**src/rtl/cpu_bus_serializer_pkg.sv**
```systemverilog
`default_nettype none
// ============================================================================
//  Module      : cpu_bus_serializer_pkg
//  Description : Shared types and constants for the CPU bus serializer.
//  Revision    : 1.0 - initial release
// ============================================================================
package cpu_bus_serializer_pkg;

    // Transfer sequencing states
    typedef enum logic [2:0] {
        S_IDLE = 3'd0,
        S_ADDR = 3'd1,
        S_CMD  = 3'd2,
        S_WAIT = 3'd3,
        S_DATA = 3'd4,
        S_DONE = 3'd5
    } state_t;

    // Bit positions inside the command beat
    localparam int CMD_WE_BIT  = 0;
    localparam int CMD_STB_BIT = 1;

    // Strobe/direction flags of the command beat; the caller zero-extends to pin width
    function automatic logic [1:0] cmd_flags(input logic we);
        logic [1:0] f;
        f              = '0;
        f[CMD_STB_BIT] = 1'b1;
        f[CMD_WE_BIT]  = we;
        return f;
    endfunction

endpackage
`default_nettype wire

```
**src/rtl/cpu_bus_serializer_if.sv**
```systemverilog
`default_nettype none
// ============================================================================
//  Module      : cpu_bus_serializer_if
//  Description : CPU request bus plus narrow pin bus seen by the serializer.
//                master = CPU and pin-side environment, slave = serializer.
//  Revision    : 1.0 - initial release
// ============================================================================
interface cpu_bus_serializer_if #(
    parameter int ADDR_W = 32,
    parameter int DATA_W = 32,
    parameter int PIN_W  = 8
);
    // CPU side
    logic              cpu_req;
    logic              cpu_we;
    logic [ADDR_W-1:0] cpu_addr;
    logic [DATA_W-1:0] cpu_wdata;
    logic [DATA_W-1:0] cpu_rdata;
    logic              cpu_ack;
    logic              cpu_err;
    logic              busy;
    // Pin side
    logic [PIN_W-1:0]  addr_pins;
    logic [PIN_W-1:0]  data_out;
    logic [PIN_W-1:0]  data_oe;
    logic [PIN_W-1:0]  data_in;
    logic              ext_rdy;

    modport master (
        output cpu_req, cpu_we, cpu_addr, cpu_wdata, data_in, ext_rdy,
        input  cpu_rdata, cpu_ack, cpu_err, busy, addr_pins, data_out, data_oe
    );

    modport slave (
        input  cpu_req, cpu_we, cpu_addr, cpu_wdata, data_in, ext_rdy,
        output cpu_rdata, cpu_ack, cpu_err, busy, addr_pins, data_out, data_oe
    );

endinterface
`default_nettype wire

```
**src/rtl/cpu_bus_serializer_beat_counter.sv**
```systemverilog
`default_nettype none
// ============================================================================
//  Module      : cpu_bus_serializer_beat_counter
//  Description : Up counter with synchronous clear, enable and a terminal
//                count flag that compares against a run-time limit.
//  Revision    : 1.0 - initial release
// ============================================================================
module cpu_bus_serializer_beat_counter #(
    parameter int WIDTH = 4
) (
    input  logic             clk,
    input  logic             rst,
    input  logic             i_clr,
    input  logic             i_en,
    input  logic [WIDTH-1:0] i_last,
    output logic             o_tc
);

    logic [WIDTH-1:0] r_count;

    // Count enabled cycles; clear has priority so a new phase always starts at 0
    always_ff @(posedge clk) begin
        if (rst || i_clr) begin
            r_count <= '0;
        end else if (i_en) begin
            r_count <= r_count + WIDTH'(1);
        end
    end

    assign o_tc = (r_count == i_last);

endmodule
`default_nettype wire

```
**src/rtl/cpu_bus_serializer.sv**
```systemverilog
`default_nettype none
// ============================================================================
//  Module      : cpu_bus_serializer
//  Description : Bridges a parallel CPU request onto a narrow pin bus:
//                address beats, command beat, wait states with timeout, then
//                data beats, least-significant beat first. All outputs are
//                registered from the next-state decode.
//  Revision    : 1.0 - initial release
// ============================================================================
module cpu_bus_serializer
    import cpu_bus_serializer_pkg::*;
#(
    parameter int ADDR_W   = 32,
    parameter int DATA_W   = 32,
    parameter int PIN_W    = 8,
    parameter int WAIT_MAX = 15
) (
    input  logic                 clk,
    input  logic                 rst,
    cpu_bus_serializer_if.slave  bus
);

    localparam int c_AB       = ADDR_W / PIN_W;
    localparam int c_DB       = DATA_W / PIN_W;
    localparam int c_BEAT_MAX = (c_AB > c_DB) ? c_AB : c_DB;
    localparam int c_BEAT_W   = $clog2(c_BEAT_MAX + 1);
    localparam int c_WAIT_W   = $clog2(WAIT_MAX + 1);

    localparam logic [c_BEAT_W-1:0] c_AB_LAST   = c_BEAT_W'(c_AB - 1);
    localparam logic [c_BEAT_W-1:0] c_DB_LAST   = c_BEAT_W'(c_DB - 1);
    localparam logic [c_WAIT_W-1:0] c_WAIT_LAST = c_WAIT_W'(WAIT_MAX - 1);

    // Elaboration-time parameter sanity
    if ((ADDR_W % PIN_W) != 0) begin : g_chk_addr_w
        $error("cpu_bus_serializer: ADDR_W must be a multiple of PIN_W");
    end
    if ((DATA_W % PIN_W) != 0) begin : g_chk_data_w
        $error("cpu_bus_serializer: DATA_W must be a multiple of PIN_W");
    end
    if (WAIT_MAX < 1) begin : g_chk_wait_max
        $error("cpu_bus_serializer: WAIT_MAX must be >= 1");
    end
    if (PIN_W < 2) begin : g_chk_pin_w
        $error("cpu_bus_serializer: PIN_W must hold the strobe and we bits");
    end

    state_t              r_state, w_state_nxt;
    logic                r_we, w_we_nxt;
    logic [ADDR_W-1:0]   r_addr_sh, w_addr_sh_nxt;     // address beats still to send
    logic [DATA_W-1:0]   r_wdata_sh, w_wdata_sh_nxt;   // write beats still to send
    logic [DATA_W-1:0]   r_staging, w_staging_nxt;     // read beats shift in from the top
    logic [DATA_W-1:0]   r_rdata, w_rdata_nxt;
    logic                r_ack, w_ack_nxt;
    logic                r_err, w_err_nxt;
    logic                r_busy;
    logic [PIN_W-1:0]    r_addr_pins, w_addr_pins_nxt;
    logic [PIN_W-1:0]    r_data_out, w_data_out_nxt;
    logic [PIN_W-1:0]    r_data_oe, w_data_oe_nxt;

    logic                w_beat_tc;
    logic                w_wait_tc;
    logic [c_BEAT_W-1:0] w_beat_last;

    assign w_beat_last = (r_state == S_ADDR) ? c_AB_LAST : c_DB_LAST;

    // Beat position inside ADDR and DATA; restarts on every state change
    cpu_bus_serializer_beat_counter #(.WIDTH(c_BEAT_W)) u_beat_cnt (
        .clk    (clk),
        .rst    (rst),
        .i_clr  (w_state_nxt != r_state),
        .i_en   ((r_state == S_ADDR) || (r_state == S_DATA)),
        .i_last (w_beat_last),
        .o_tc   (w_beat_tc)
    );

    // Wait-state cycles; held at 0 outside WAIT so it starts fresh on entry
    cpu_bus_serializer_beat_counter #(.WIDTH(c_WAIT_W)) u_wait_cnt (
        .clk    (clk),
        .rst    (rst),
        .i_clr  (r_state != S_WAIT),
        .i_en   (r_state == S_WAIT),
        .i_last (c_WAIT_LAST),
        .o_tc   (w_wait_tc)
    );

    // Next state plus the output values that state will present next cycle
    always_comb begin
        w_state_nxt     = r_state;
        w_we_nxt        = r_we;
        w_addr_sh_nxt   = r_addr_sh;
        w_wdata_sh_nxt  = r_wdata_sh;
        w_staging_nxt   = r_staging;
        w_rdata_nxt     = r_rdata;
        w_ack_nxt       = 1'b0;
        w_err_nxt       = 1'b0;
        w_addr_pins_nxt = '0;
        w_data_out_nxt  = '0;
        w_data_oe_nxt   = '0;

        case (r_state)
            S_IDLE: begin
                if (bus.cpu_req) begin
                    w_state_nxt     = S_ADDR;
                    w_we_nxt        = bus.cpu_we;
                    w_wdata_sh_nxt  = bus.cpu_wdata;
                    w_addr_pins_nxt = bus.cpu_addr[PIN_W-1:0];
                    w_addr_sh_nxt   = bus.cpu_addr >> PIN_W;
                end
            end
            S_ADDR: begin
                if (w_beat_tc) begin
                    w_state_nxt     = S_CMD;
                    w_addr_pins_nxt = PIN_W'(cmd_flags(r_we));
                end else begin
                    w_addr_pins_nxt = r_addr_sh[PIN_W-1:0];
                    w_addr_sh_nxt   = r_addr_sh >> PIN_W;
                end
            end
            S_CMD: begin
                w_state_nxt = S_WAIT;
            end
            S_WAIT: begin
                // Ready takes priority over a timeout in the same cycle
                if (bus.ext_rdy) begin
                    w_state_nxt = S_DATA;
                    if (r_we) begin
                        w_data_out_nxt = r_wdata_sh[PIN_W-1:0];
                        w_data_oe_nxt  = '1;
                        w_wdata_sh_nxt = r_wdata_sh >> PIN_W;
                    end
                end else if (w_wait_tc) begin
                    w_state_nxt = S_DONE;
                    w_ack_nxt   = 1'b1;
                    w_err_nxt   = 1'b1;
                end
            end
            S_DATA: begin
                if (!r_we) begin
                    w_staging_nxt = (r_staging >> PIN_W)
                                  | (DATA_W'(bus.data_in) << (DATA_W - PIN_W));
                end
                if (w_beat_tc) begin
                    w_state_nxt = S_DONE;
                    w_ack_nxt   = 1'b1;
                    if (!r_we) begin
                        w_rdata_nxt = w_staging_nxt;
                    end
                end else if (r_we) begin
                    w_data_out_nxt = r_wdata_sh[PIN_W-1:0];
                    w_data_oe_nxt  = '1;
                    w_wdata_sh_nxt = r_wdata_sh >> PIN_W;
                end
            end
            S_DONE: begin
                w_state_nxt = S_IDLE;
            end
            default: begin
                w_state_nxt = S_IDLE;
            end
        endcase
    end

    // State, transfer context and registered outputs
    always_ff @(posedge clk) begin
        if (rst) begin
            r_state     <= S_IDLE;
            r_we        <= 1'b0;
            r_addr_sh   <= '0;
            r_wdata_sh  <= '0;
            r_staging   <= '0;
            r_rdata     <= '0;
            r_ack       <= 1'b0;
            r_err       <= 1'b0;
            r_busy      <= 1'b0;
            r_addr_pins <= '0;
            r_data_out  <= '0;
            r_data_oe   <= '0;
        end else begin
            r_state     <= w_state_nxt;
            r_we        <= w_we_nxt;
            r_addr_sh   <= w_addr_sh_nxt;
            r_wdata_sh  <= w_wdata_sh_nxt;
            r_staging   <= w_staging_nxt;
            r_rdata     <= w_rdata_nxt;
            r_ack       <= w_ack_nxt;
            r_err       <= w_err_nxt;
            r_busy      <= (w_state_nxt != S_IDLE);
            r_addr_pins <= w_addr_pins_nxt;
            r_data_out  <= w_data_out_nxt;
            r_data_oe   <= w_data_oe_nxt;
        end
    end

    assign bus.cpu_rdata = r_rdata;
    assign bus.cpu_ack   = r_ack;
    assign bus.cpu_err   = r_err;
    assign bus.busy      = r_busy;
    assign bus.addr_pins = r_addr_pins;
    assign bus.data_out  = r_data_out;
    assign bus.data_oe   = r_data_oe;

endmodule
`default_nettype wire

```
**src/flat_wrapper.sv**
```systemverilog
// flat-port wrapper written by rule: the top's interface ports become plain ports
module cpu_bus_serializer_flat import cpu_bus_serializer_pkg::*;
#(
    parameter int ADDR_W   = 32,
    parameter int DATA_W   = 32,
    parameter int PIN_W    = 8,
    parameter int WAIT_MAX = 15
)
  (clk, rst, bus_cpu_req, bus_cpu_we, bus_cpu_addr, bus_cpu_wdata, bus_data_in, bus_ext_rdy, bus_cpu_rdata, bus_cpu_ack, bus_cpu_err, bus_busy, bus_addr_pins, bus_data_out, bus_data_oe);
  cpu_bus_serializer_if #(.ADDR_W(ADDR_W), .DATA_W(DATA_W), .PIN_W(PIN_W)) bus_i ();
  input  logic clk;
  input  logic rst;
  input wire logic [$bits(bus_i.cpu_req)-1:0] bus_cpu_req;
  input wire logic [$bits(bus_i.cpu_we)-1:0] bus_cpu_we;
  input wire logic [$bits(bus_i.cpu_addr)-1:0] bus_cpu_addr;
  input wire logic [$bits(bus_i.cpu_wdata)-1:0] bus_cpu_wdata;
  input wire logic [$bits(bus_i.data_in)-1:0] bus_data_in;
  input wire logic [$bits(bus_i.ext_rdy)-1:0] bus_ext_rdy;
  output wire logic [$bits(bus_i.cpu_rdata)-1:0] bus_cpu_rdata;
  output wire logic [$bits(bus_i.cpu_ack)-1:0] bus_cpu_ack;
  output wire logic [$bits(bus_i.cpu_err)-1:0] bus_cpu_err;
  output wire logic [$bits(bus_i.busy)-1:0] bus_busy;
  output wire logic [$bits(bus_i.addr_pins)-1:0] bus_addr_pins;
  output wire logic [$bits(bus_i.data_out)-1:0] bus_data_out;
  output wire logic [$bits(bus_i.data_oe)-1:0] bus_data_oe;
  assign bus_i.cpu_req = bus_cpu_req;
  assign bus_i.cpu_we = bus_cpu_we;
  assign bus_i.cpu_addr = bus_cpu_addr;
  assign bus_i.cpu_wdata = bus_cpu_wdata;
  assign bus_i.data_in = bus_data_in;
  assign bus_i.ext_rdy = bus_ext_rdy;
  assign bus_cpu_rdata = bus_i.cpu_rdata;
  assign bus_cpu_ack = bus_i.cpu_ack;
  assign bus_cpu_err = bus_i.cpu_err;
  assign bus_busy = bus_i.busy;
  assign bus_addr_pins = bus_i.addr_pins;
  assign bus_data_out = bus_i.data_out;
  assign bus_data_oe = bus_i.data_oe;
  cpu_bus_serializer #(.ADDR_W(ADDR_W), .DATA_W(DATA_W), .PIN_W(PIN_W), .WAIT_MAX(WAIT_MAX)) u_core (.clk(clk), .rst(rst), .bus(bus_i));
endmodule
```
**config.mk**
```make
export PLATFORM = sky130hd
export DESIGN_NAME = cpu_bus_serializer_flat
export DESIGN_NICKNAME = d
export VERILOG_FILES = /design/src/rtl/cpu_bus_serializer_pkg.sv /design/src/rtl/cpu_bus_serializer_if.sv /design/src/rtl/cpu_bus_serializer_beat_counter.sv /design/src/rtl/cpu_bus_serializer.sv /design/src/flat_wrapper.sv
export SDC_FILE = /design/constraint.sdc
export NUM_CORES = 1
export LEC_CHECK = 0
export BUFFER_PORTS_ARGS = -buffer_cell sky130_fd_sc_hd__buf_2
export CAP_MARGIN = 10
export CORE_MARGIN = 8
export CORE_UTILIZATION = 48
export DETAILED_ROUTE_END_ITERATION = 8
export PLACE_DENSITY = 0.76
export RECOVER_POWER = 100
export SLEW_MARGIN = 0
export SYNTH_ARGS = -nofsm -noshare
export SYNTH_HDL_FRONTEND = slang
export SYNTH_SLANG_ARGS = --single-unit
export TNS_END_PERCENT = 10
```
**constraint.sdc**
```tcl
create_clock -name clk -period 1.91 [get_ports clk]
set_input_delay 0.573 -clock clk [delete_from_list [all_inputs] [get_ports clk]]
set_output_delay 0.573 -clock clk [all_outputs]
set_load 0.02 [all_outputs]
```
## Yosys cells after proc, flatten, opt, wreduce, memory -nomap -nowiden

Cells that the tools add are included.

| operators by class | value |
|---|---|
| $add $sub $neg | 2 |
| equality and inequality tests | 12 |
| mux-type cells | 30 |
| bitwise operators | 3 |
| reduce and logical (&&, ||, !) cells | 12 |

Operators with widths:

| cell | number |
|---|---|
| 32-bit 2-to-1 mux | 7 |
| 32-bit case mux with 3 select lines | 1 |
| 8-bit 2-to-1 mux | 8 |
| 32-bit case mux with 2 select lines | 1 |
| 8-bit case mux with 2 select lines | 3 |
| 24-bit by 32-bit bitwise OR with 32-bit output | 1 |
| 3-bit 2-to-1 mux | 5 |
| 3-bit case mux with 5 select lines | 1 |
| 3-bit by 2-bit == test with 1-bit output (second input constant) | 3 |
| 2-bit != test (second input constant) | 4 |
| 3-bit AND reduction | 2 |
| 3-bit nonzero test | 2 |
| 4-bit by 1-bit adder with 4-bit output (second input constant) | 1 |
| 4-bit == test (second input constant) | 1 |
| 4-bit AND reduction | 1 |
| 3-bit by 1-bit adder with 3-bit output (second input constant) | 1 |
| 3-bit by 1-bit == test with 1-bit output (second input constant) | 1 |
| 3-bit == test (second input constant) | 1 |
| 3-bit zero test | 1 |
| 1-bit logical OR | 3 |
| 1-bit 2-to-1 mux | 3 |
| 3-bit by 2-bit != test with 1-bit output (second input constant) | 1 |
| 3-bit != test | 1 |
| 1-bit NOT | 2 |
| other kinds (4) | 4 |

| word-level totals | value |
|---|---|
| bits in registers | 166 |
| output and inout bits | 59 |
| word-level logic and storage cells | 73 |

## Depth between registers and ports, before layout

Gate-level depths: netlist (run 1).

| logic depth | value |
|---|---|
| depth after elaboration | 6 |
| gate-level depth with buffers | 9 |
| mapped depth without buffers | 6 |

## By module

From an unflattened synthesis (run 1), not the netlist that was laid out.

| unflattened totals | value |
|---|---|
| cells, all modules | 701 |
| area total of the unflattened synthesis | 6098.3 um^2 |

By module, submodules not included:

| module | times used | cells each | area an instance (um^2) | sequential area each (um^2) |
|---|---|---|---|---|
| cpu_bus_serializer | 1 | 664 | 5716.7 | 2722.6 |
| cpu_bus_serializer_beat_counter (u_core.u_wait_cnt) | 1 | 22 | 219.0 | 80.1 |
| cpu_bus_serializer_beat_counter (u_core.u_beat_cnt) | 1 | 15 | 162.7 | 60.1 |

## Worst setup path after synthesis (run 1)

No wires, ideal clock.

| timing | value |
|---|---|
| kind | register -> register |
| start point | register u_core.u_beat_cnt.r_count[0] |
| end point | register u_core.r_addr_sh[10] |
| library setup time | 0.086 ns |
| data arrival time | 1.712 ns |
| setup slack | 0.112 ns |
| cell stages (with the launch flop) | 9 |
| buffers on the path | 2 |
| cells stage by stage | dfxtp_1 > ha_1 > ha_1 > buf_2 > nand2b_4 > a211oi_2 > buf_2 > nor2_1 > a211oi_1 |

| on the way | value |
|---|---|
| longest elaborated chain between the ends | 3 |

Ends and longest elaborated chain:

| element | line | source |
|---|---|---|
| start, declared | cpu_bus_serializer_beat_counter.sv:19 | `logic [WIDTH-1:0] r_count;` |
| start signal, assigned | cpu_bus_serializer_beat_counter.sv:26 | `r_count <= r_count + WIDTH'(1);` |
| 3-bit by 2-bit == test with 1-bit output | cpu_bus_serializer_beat_counter.sv:30 | `assign o_tc = (r_count == i_last);` |
| 2-bit != test (no source line) | n/a |  |
| 3-bit AND reduction (no source line) | n/a |  |
| end signal, assigned | cpu_bus_serializer.sv:181 | `r_addr_sh <= w_addr_sh_nxt;` |
| end, declared | cpu_bus_serializer.sv:49 | `logic [ADDR_W-1:0] r_addr_sh, w_addr_sh_nxt;` |

Every way passes these cells.
A chain may end at the register's enable or synchronous reset.

## Worst setup path in the final report (run 1)

| timing | value |
|---|---|
| start point | register u_core.u_beat_cnt.r_count[0] |
| end point | register u_core.r_wdata_sh[19] |

| on the way | value |
|---|---|
| longest elaborated chain between the ends | 3 |

Ends and longest elaborated chain:

| element | line | source |
|---|---|---|
| 3-bit by 2-bit == test with 1-bit output | cpu_bus_serializer_beat_counter.sv:30 |  |
| 2-bit != test (no source line) | n/a |  |
| 4-bit AND reduction (no source line) | n/a |  |
| end signal, assigned | cpu_bus_serializer.sv:182 | `r_wdata_sh <= w_wdata_sh_nxt;` |
| end, declared | cpu_bus_serializer.sv:50 | `logic [DATA_W-1:0] r_wdata_sh, w_wdata_sh_nxt;` |

Every way passes these cells.

==> metrics.md, run 1 <==
| Metric | Value |
|---|---|
| DRT iter0 DRCs | `346` |
| R2R Setup Slk | `0.12 ns` |
| Hold crit path type | `in -> reg` |
| Utilization after layout | `0.609` |
| Remaining global-route overflow | `0` |
| R2R depth | `7` |
| Clk_lat worst skew | `0.42 ns` |
| RR Startpoint | `u_core.u_beat_cnt.r_count[0]$_SDFFE_PP0P_` |
| CTS tree | `built` |
| Vias in the first global route | `4822` |
| Core area | `12000 um^2` |
| Final Setup Violations | `0` |
| Gpl congestion | `0.806` |
| RR Endpoint | `u_core.r_wdata_sh[19]$_SDFFE_PP0P_` |
| Min-Delay Path Depth | `3` |
| Cell count after synthesis | `662` |
| Total track usage | `0.169` |
| Longest Clk Path Bufs | `2` |
| Io pins | `136` |
| Startpoint types | `flip-flop` |
| Sequential area share after synthesis | `0.485` |
| Slowest cell on the critical path | `dfxtp_1` |
| Fmax | `558 MHz` |
| CTS Buf Count | `17` |
| Residual DRC | `0` |
| YS warnings | `0` |
| Setup tns final | `0 ns` |
| DR WL/cell | `14.9 um` |
| Period utilization | `0.939` |
| Synth Net Count | `743` |
| Max stage delay on crit path | `0.33 ns` |
| Synthesized area | `5900 um^2` |
| Leakage | `3.11 nW` |
| Final Skew | `0.00939 ns` |
| Nets | `857` |
| Worst Tran Pin Value | `0.560 ns` |
| Crit path buf inv count | `1` |
| Mean area per synthesized cell | `8.92 um^2` |
| CP Capture Type | `flip-flop` |
| Clock-pin slew on the worst setup and hold paths | `0.06 ns` |
| RSZ-0062 raised after global routing | `false` |
| Worst-path cell chain | `ha_1 -> ha_2 -> and4bb_2 -> nor3_2 -> o21ai_4 -> buf_6 -> mux2i_1` |
| Std cell rows | `40` |
| Area grow syn2layout | `24.0%` |
| # hold bufs at CTS | `0` |
| HPWL after DPL | `9.50 mm` |
| WHS | `0.385 ns` |
| Synth unique cells | `48` |
| Ys flop type | `dfxtp_1` |
| Share of layout cells above drive strength 1 | `0.264` |
| Critical Path RT | `2.21 ns` |
| Hold endpoint | `u_core.r_we$_SDFFE_PP0P_` |
| Minimum clock period after layout | `1.79 ns` |
| Max Cap Violations | `0` |
| Final wirelength | `13.9 mm` |
| N_diodes | `0` |
| Antenna violations before repair | `0` |
| Filler cell count | `1016` |
| Crit Path Max Fanout | `16` |
| Status | `finished clean` |
| Largest net degree at the start of global routing | `68` |
| First-pass GRT wire length | `22.4 mm` |
| TritonRoute pass-1 iters | `5` |
| H-tree depth | `4` |
| Worst vdd ir | `763 uV` |
| Via Count | `4933` |
| Max-slew violations | `0` |
| Clock Sinks | `143` |
| DRT antenna net count | `0` |
| Post-synth ARST share | `0` |
| Worst EP arrival | `2.09 ns` |
| CP Depth | `7` |
| Die Y | `127 um` |
| DR vias/cell | `5.27` |
| Crit path kind | `reg -> reg` |
| Initial Utilization | `0.491` |
| Port Buffer Count | `135` |
| CTS root buf | `clkbuf_16` |
| Die footprint | `16100 um^2` |
| Top delay family on crit path | `simple AND/OR/NAND/NOR gates` |
| EDFF count, synth | `0` |
| Worst hold start | `bus_cpu_we` |
| Design Power | `7.19 mW` |
| Die Width | `127 um` |
| Post-synthesis register bit count | `143` |
| Max-Slew Margin vs Limit | `0.626` |
| Final hold vios | `0` |
| Power density over cell area | `982 nW/um^2` |
==> where the power goes <==
part | internal, mW | leakage [nW] | switching, mW
sequential | 3.10 | 1.17 | 0.0623
clock | 2.16 | 0.299 | 1.27
combinational | 0.289 | 1.65 | 0.303
total | 5.55 | 3.11 | 1.63
==> sequential cells by signal (all words and copies together), names as in the netlist, 3 cells and up <==
name and flops:
u_core.r_staging 24, u_core.bus.addr_pins 8, u_core.r_wdata_sh 32, u_core.r_addr_sh 24
u_core.bus.data_out 8, u_core.u_wait_cnt.r_count 4, u_core.r_state 3, u_core.bus.cpu_rdata 32
u_core.u_beat_cnt.r_count 3
==> tightest hold or removal path: stages <==
cell and delay [ns]:
buf_2 0.08, mux2i_1 0.05, nor2_1 0.07
==> what timing repair did <==
action | in CTS | in global routing
buffers inserted | 0 | 1
cloned | 0 | 2
endpoints found under the setup margin | 3 | 75
pin swaps | 1 | 1
gates resized for setup | 0 | 4
==> cells in the mapped netlist, drive strengths merged (3+ instances only) <==
cell	number	share of area
a211oi	18	0.025
buf	36	0.042
nand3	10	0.0085
ha	4	0.0085
nor2b	3	0.0032
inv	3	0.0019
or3	25	0.026
a22oi	15	0.019
dfxtp	143	0.49
nor3	6	0.0078
clkbuf	28	0.018
nor3b	3	0.0085
nand2	147	0.093
o211ai	24	0.031
o21ai	3	0.0032
nand2b	6	0.0089
and2	8	0.0085
mux2i	50	0.085
nor2	46	0.030
a21oi	63	0.054
==> routing by layer <==
| metal | global-route usage | wire length (um) | part of all wire | vias to the layer above |
|---|---|---|---|---|
| met4 | 0.0686 | 218 | 0.016 | 0 |
| met2 | 0.287 | 6980 | 0.50 | 128 |
| met1 | 0.189 | 5880 | 0.42 | 2289 |
| li1 | - | - | - | 2496 |
| met3 | 0.0616 | 849 | 0.061 | 20 |
| met5 | 0 | 0 | 0 | - |
==> logic make-up (layout without fill, tap and decap cells) <==
logic type      Yosys count  count (layout)  synth area share
mux                      52              52            0.0886
flops                   143             143             0.485
buf+inv                  67             194            0.0621
compound gates          130             130             0.143
xor+xnor                  3               3           0.00445
simple gates            263             263             0.208
fa+ha+maj                 4               4           0.00848
==> cell type report <==
type                       count  area (um^2)  share of cell area
sequential                   143         2860               0.391
timing repair buffer         159          956               0.131
multi-input combinational    452         2680               0.366
inverter                       3         11.3             0.00154
tap                          147          184              0.0251
clock buffer                  20          467              0.0638
clock inverter                12          158              0.0215
==> cell usage in the layout (no fill, tap or decap), types with 2 or more instances in the layout <==
master	instances
ha_1	3
or3_1	25
xnor2_1	2
nand3_1	10
nor3_1	5
and3_1	2
and2_0	2
mux2_2	2
o211ai_1	24
nand2_1	147
o21ai_0	2
clkinv_4	2
nor2b_1	2
clkbuf_16	18
nand2b_4	2
nor2_1	46
buf_4	13
and4bb_2	2
a211oi_1	16
buf_2	133
buf_12	7
clkinvlp_4	3
a22oi_1	15
inv_6	2
a21oi_1	62
clkbuf_1	3
inv_1	2
nand2b_1	4
and2_1	6
mux2i_1	50
dfxtp_1	143
clkinv_2	2
nor3b_4	2
clkbuf_8	3
bufinv_16	3
==> stage by stage <==
step | cells | instance area (um^2) | setup WS, ns
after global placement | 901 | 6680 | 0.110
after detailed placement | 901 | 6680 | 0.0114
after global routing | 936 | 7320 | 0.00698
after CTS | 933 | 7300 | 0.0213
final | 936 | 7320 | 0.117
after floorplan | 662 | 5900 | 0.112
==> worst max-delay path by stage <==
stage	from	to	slack, ns
floorplan	u_core.u_beat_cnt.r_count[0]$_SDFFE_PP0P_	u_core.r_addr_sh[10]$_SDFFE_PP0P_	0.11
global placement	u_core.u_beat_cnt.r_count[0]$_SDFFE_PP0P_	u_core.r_wdata_sh[7]$_SDFFE_PP0P_	0.11
detailed placement	u_core.u_beat_cnt.r_count[0]$_SDFFE_PP0P_	u_core.r_wdata_sh[31]$_SDFFE_PP0P_	0.01
CTS	u_core.u_beat_cnt.r_count[0]$_SDFFE_PP0P_	u_core.r_wdata_sh[4]$_SDFFE_PP0P_	0.02
global route	u_core.u_beat_cnt.r_count[0]$_SDFFE_PP0P_	u_core.bus.data_out[0]$_SDFF_PP0_	0.007
finish	u_core.u_beat_cnt.r_count[0]$_SDFFE_PP0P_	u_core.r_wdata_sh[19]$_SDFFE_PP0P_	0.12
No activity file was read; power rests on OpenSTA's default activity.
==> run 2, diff against run 1 <==
--- a/config.mk
+++ b/config.mk
@@ -12,6 +12,7 @@
 export DETAILED_ROUTE_END_ITERATION = 8
 export PLACE_DENSITY = 0.76
 export RECOVER_POWER = 100
+export REMOVE_ABC_BUFFERS = 1
 export SLEW_MARGIN = 0
 export SYNTH_ARGS = -nofsm -noshare
 export SYNTH_HDL_FRONTEND = slang
==> run 2 against run 1 <==
Net effect:
- wire length fell by 0.37%
- non-clock buffer count up 8
- combinational power grew 2%
- register-to-register slack got worse by 0.04 ns
- worst hold slack better by 0.023 ns
- cell count increased by 0.75%
- flip-flop and latch count is the same
- via count down 1.1%
- clock-buffer cell count rose by 1
- largest power group unchanged
==> metrics.md, run 2 (synthesis gave the netlist of run 1 again) <==
| Metric | Value |
|---|---|
| Crit Path Max Fanout | `23 (+7)` |
| Residual DRC | `0 (unchanged)` |
| Crit path kind | `reg -> reg` |
| Total track usage | `0.172 (+0.00277)` |
| Die footprint | `16100 um^2 (unchanged)` |
| Worst vdd ir | `456 uV (-40%)` |
| N_diodes | `0 (unchanged)` |
| CP Capture Type | `flip-flop` |
| Placed Cells | `907 (+0.67%)` |
| Critical Path RT | `2.24 ns (+0.03 ns)` |
| CTS Buf Count | `17 (unchanged)` |
| Final Skew | `0.0107 ns (+0.00127 ns)` |
| Nets | `865 (+0.93%)` |
| Period utilization | `0.959 (+0.0202)` |
| First-pass GRT wire length | `22.7 mm (+1.4%)` |
| Fin cells | `943 (+0.75%)` |
| Antenna violations before repair | `1 (+1)` |
| Final wirelength | `13.9 mm (-0.37%)` |
| Slowest cell on the critical path | `dfxtp_1` |
| Port Buffer Count | `135 (unchanged)` |
| Worst Tran Pin Value | `0.355 ns (-0.205 ns)` |
| Net Sw Frac | `0.221 (-0.00672)` |
| Vias in the first global route | `4768 (-1.1%)` |
| Final hold vios | `0 (unchanged)` |
| Logic gate share of total power | `0.085 (+0.003)` |
| Status | `finished clean` |
| Max stage delay on crit path | `0.32 ns (about the same)` |
| Die Width | `127 um (unchanged)` |
| HPWL after DPL | `9.64 mm (+1.5%)` |
| Initial Utilization | `0.491 (unchanged)` |
| Clk_lat worst skew | `0.41 ns (about the same)` |
| Remaining global-route overflow | `0 (unchanged)` |
| Core area | `12000 um^2 (unchanged)` |
| Clock Sinks | `143 (unchanged)` |
| Via Count | `4879 (-1.1%)` |
| Max-slew violations | `0 (unchanged)` |
| Fmax | `546 MHz (-2.1%)` |
| Io pins | `136 (unchanged)` |
| Area grow syn2layout | `25.5%` |
| Final Setup Violations | `0 (unchanged)` |
| Longest Clk Path Bufs | `2 (unchanged)` |
| Most used cell, CP | `ha_1` |
| Die Y | `127 um (unchanged)` |
| # hold bufs at CTS | `0 (unchanged)` |
| Hold crit path type | `in -> reg` |
| Worst-path cell chain | `ha_1 -> ha_1 -> and4bb_1 -> nor3_2 -> o21ai_4 -> buf_12 -> mux2i_1` |
| Max Cap Violations | `0 (unchanged)` |
| TritonRoute pass-1 iters | `6 (+1)` |
| DRT antenna net count | `0 (unchanged)` |
| Gpl congestion | `0.829 (+2.9%)` |
| DR WL/cell | `14.7 um (-1.1%)` |
| Max-Slew Margin vs Limit | `0.763 (+0.136)` |
| DRT iter0 DRCs | `355 (+2.6%)` |
| Int Pwr | `5.55 mW (-0.13%)` |
| Utilization after layout | `0.616 (+0.00719)` |
| Worst EP arrival | `2.16 ns (+0.07 ns)` |
| Share of layout cells above drive strength 1 | `0.276 (+0.0128)` |
| CTS tree | `built` |
| Minimum clock period after layout | `1.83 ns (+0.0385 ns)` |
| Pre-CTS WS | `0.0458 ns (+0.0344 ns)` |
| Most frequent cells in the layout | `nand2_1 (147), dfxtp_1 (142), buf_2 (135), a21oi_1 (62), mux2i_1 (50)` |
| Register share of total power | `0.444 (+0.004)` |
| Commonest non-fill, non-tap cell in the layout | `nand2_1` |
| Clock-pin slew on the worst setup and hold paths | `0.05 ns (about the same)` |
| Largest net degree at the start of global routing | `68 (unchanged)` |
| H-tree depth | `4 (unchanged)` |
| Power density over cell area | `961 nW/um^2 (-2.1%)` |
| DR vias/cell | `5.17 (-1.8%)` |
| CTS root buf | `clkbuf_16` |
| Setup ws final | `0.0787 ns (-0.0385 ns)` |
| RSZ-0062 raised after global routing | `true` |
| Clk pwr share | `0.471 (-0.006)` |
| Startpoint types | `flip-flop` |
| Std cell rows | `40 (unchanged)` |
| Leakage | `3.17 nW (+1.9%)` |
| Switch Pwr | `1.57 mW (-3.9%)` |
-- run 2: per-layer routing --
metal | track usage | vias to the layer above | wire length [um]
li1 | - | 2509 | -
met1 | 0.186 | 2272 | 5700
met2 | 0.310 | 82 | 7420
met3 | 0.0499 | 14 | 584
met4 | 0.0665 | 2 | 156
met5 | 0 | - | 13
-- run 2: final cells by class --
class                      count  area, um^2
clock buffer                  21         470
clock inverter                10         136
fill                         994        4610
inverter                       3        11.3
multi-input combinational    452        2710
sequential                   143        2860
tap                          147         184
timing repair buffer         167        1030
-- run 2: final timing paths --
path	slack [ns]	to	startpoint	depth (start not counted)
max	0.08	u_core.r_wdata_sh[5]$_SDFFE_PP0P_	u_core.u_beat_cnt.r_count[0]$_SDFFE_PP0P_	7
min	0.41	u_core.r_we$_SDFFE_PP0P_	bus_cpu_we	3
max reg2reg	0.08	u_core.r_wdata_sh[5]$_SDFFE_PP0P_	u_core.u_beat_cnt.r_count[0]$_SDFFE_PP0P_	7
min reg2reg	0.45	u_core.bus.cpu_rdata[30]$_SDFFE_PP0P_	u_core.bus.cpu_rdata[30]$_SDFFE_PP0P_	2
-- run 2: worst max-delay path, delay by kind of cell (launching register included) --
family	cells	cell delay (ns)
flip-flops	1	0.32
adder cells (fa/ha/maj)	2	0.45
AND/OR/NAND/NOR	2	0.47
multiplexers	1	0.18
buffers and inverters	1	0.19
AO/OA/AOI/OAI	1	0.13
-- run 2: power groups by stage --
stage	clock (mW)	sequential (mW)	combinational, mW
after floorplan	0	3.23	0.324
final	3.35	3.16	0.604
after global placement	0	3.22	0.559
after global routing	3.53	3.18	0.661
after CTS	3.39	3.16	0.582
after detailed placement	0	3.23	0.578
-- run 2: what timing repair did --
item	in CTS	in global routing
buffers inserted	0	4
gates resized for setup	0	2
gates cloned	0	1
setup endpoints to repair	1	34
pin swaps	1	1
-- run 2: through the flow --
stage	hold WS (ns)	setup TNS (ns)	power, mW	area, um^2
2_1_floorplan	0.426	-70.01	3.55	5550
3_3_place_gp	0.435	0	3.78	6740
3_5_place_dp	0.442	0	3.80	6740
4_1_cts	0.394	0	7.14	7340
5_1_grt	0.396	-0.0297	7.36	7400
6_report	0.409	0	7.12	7400
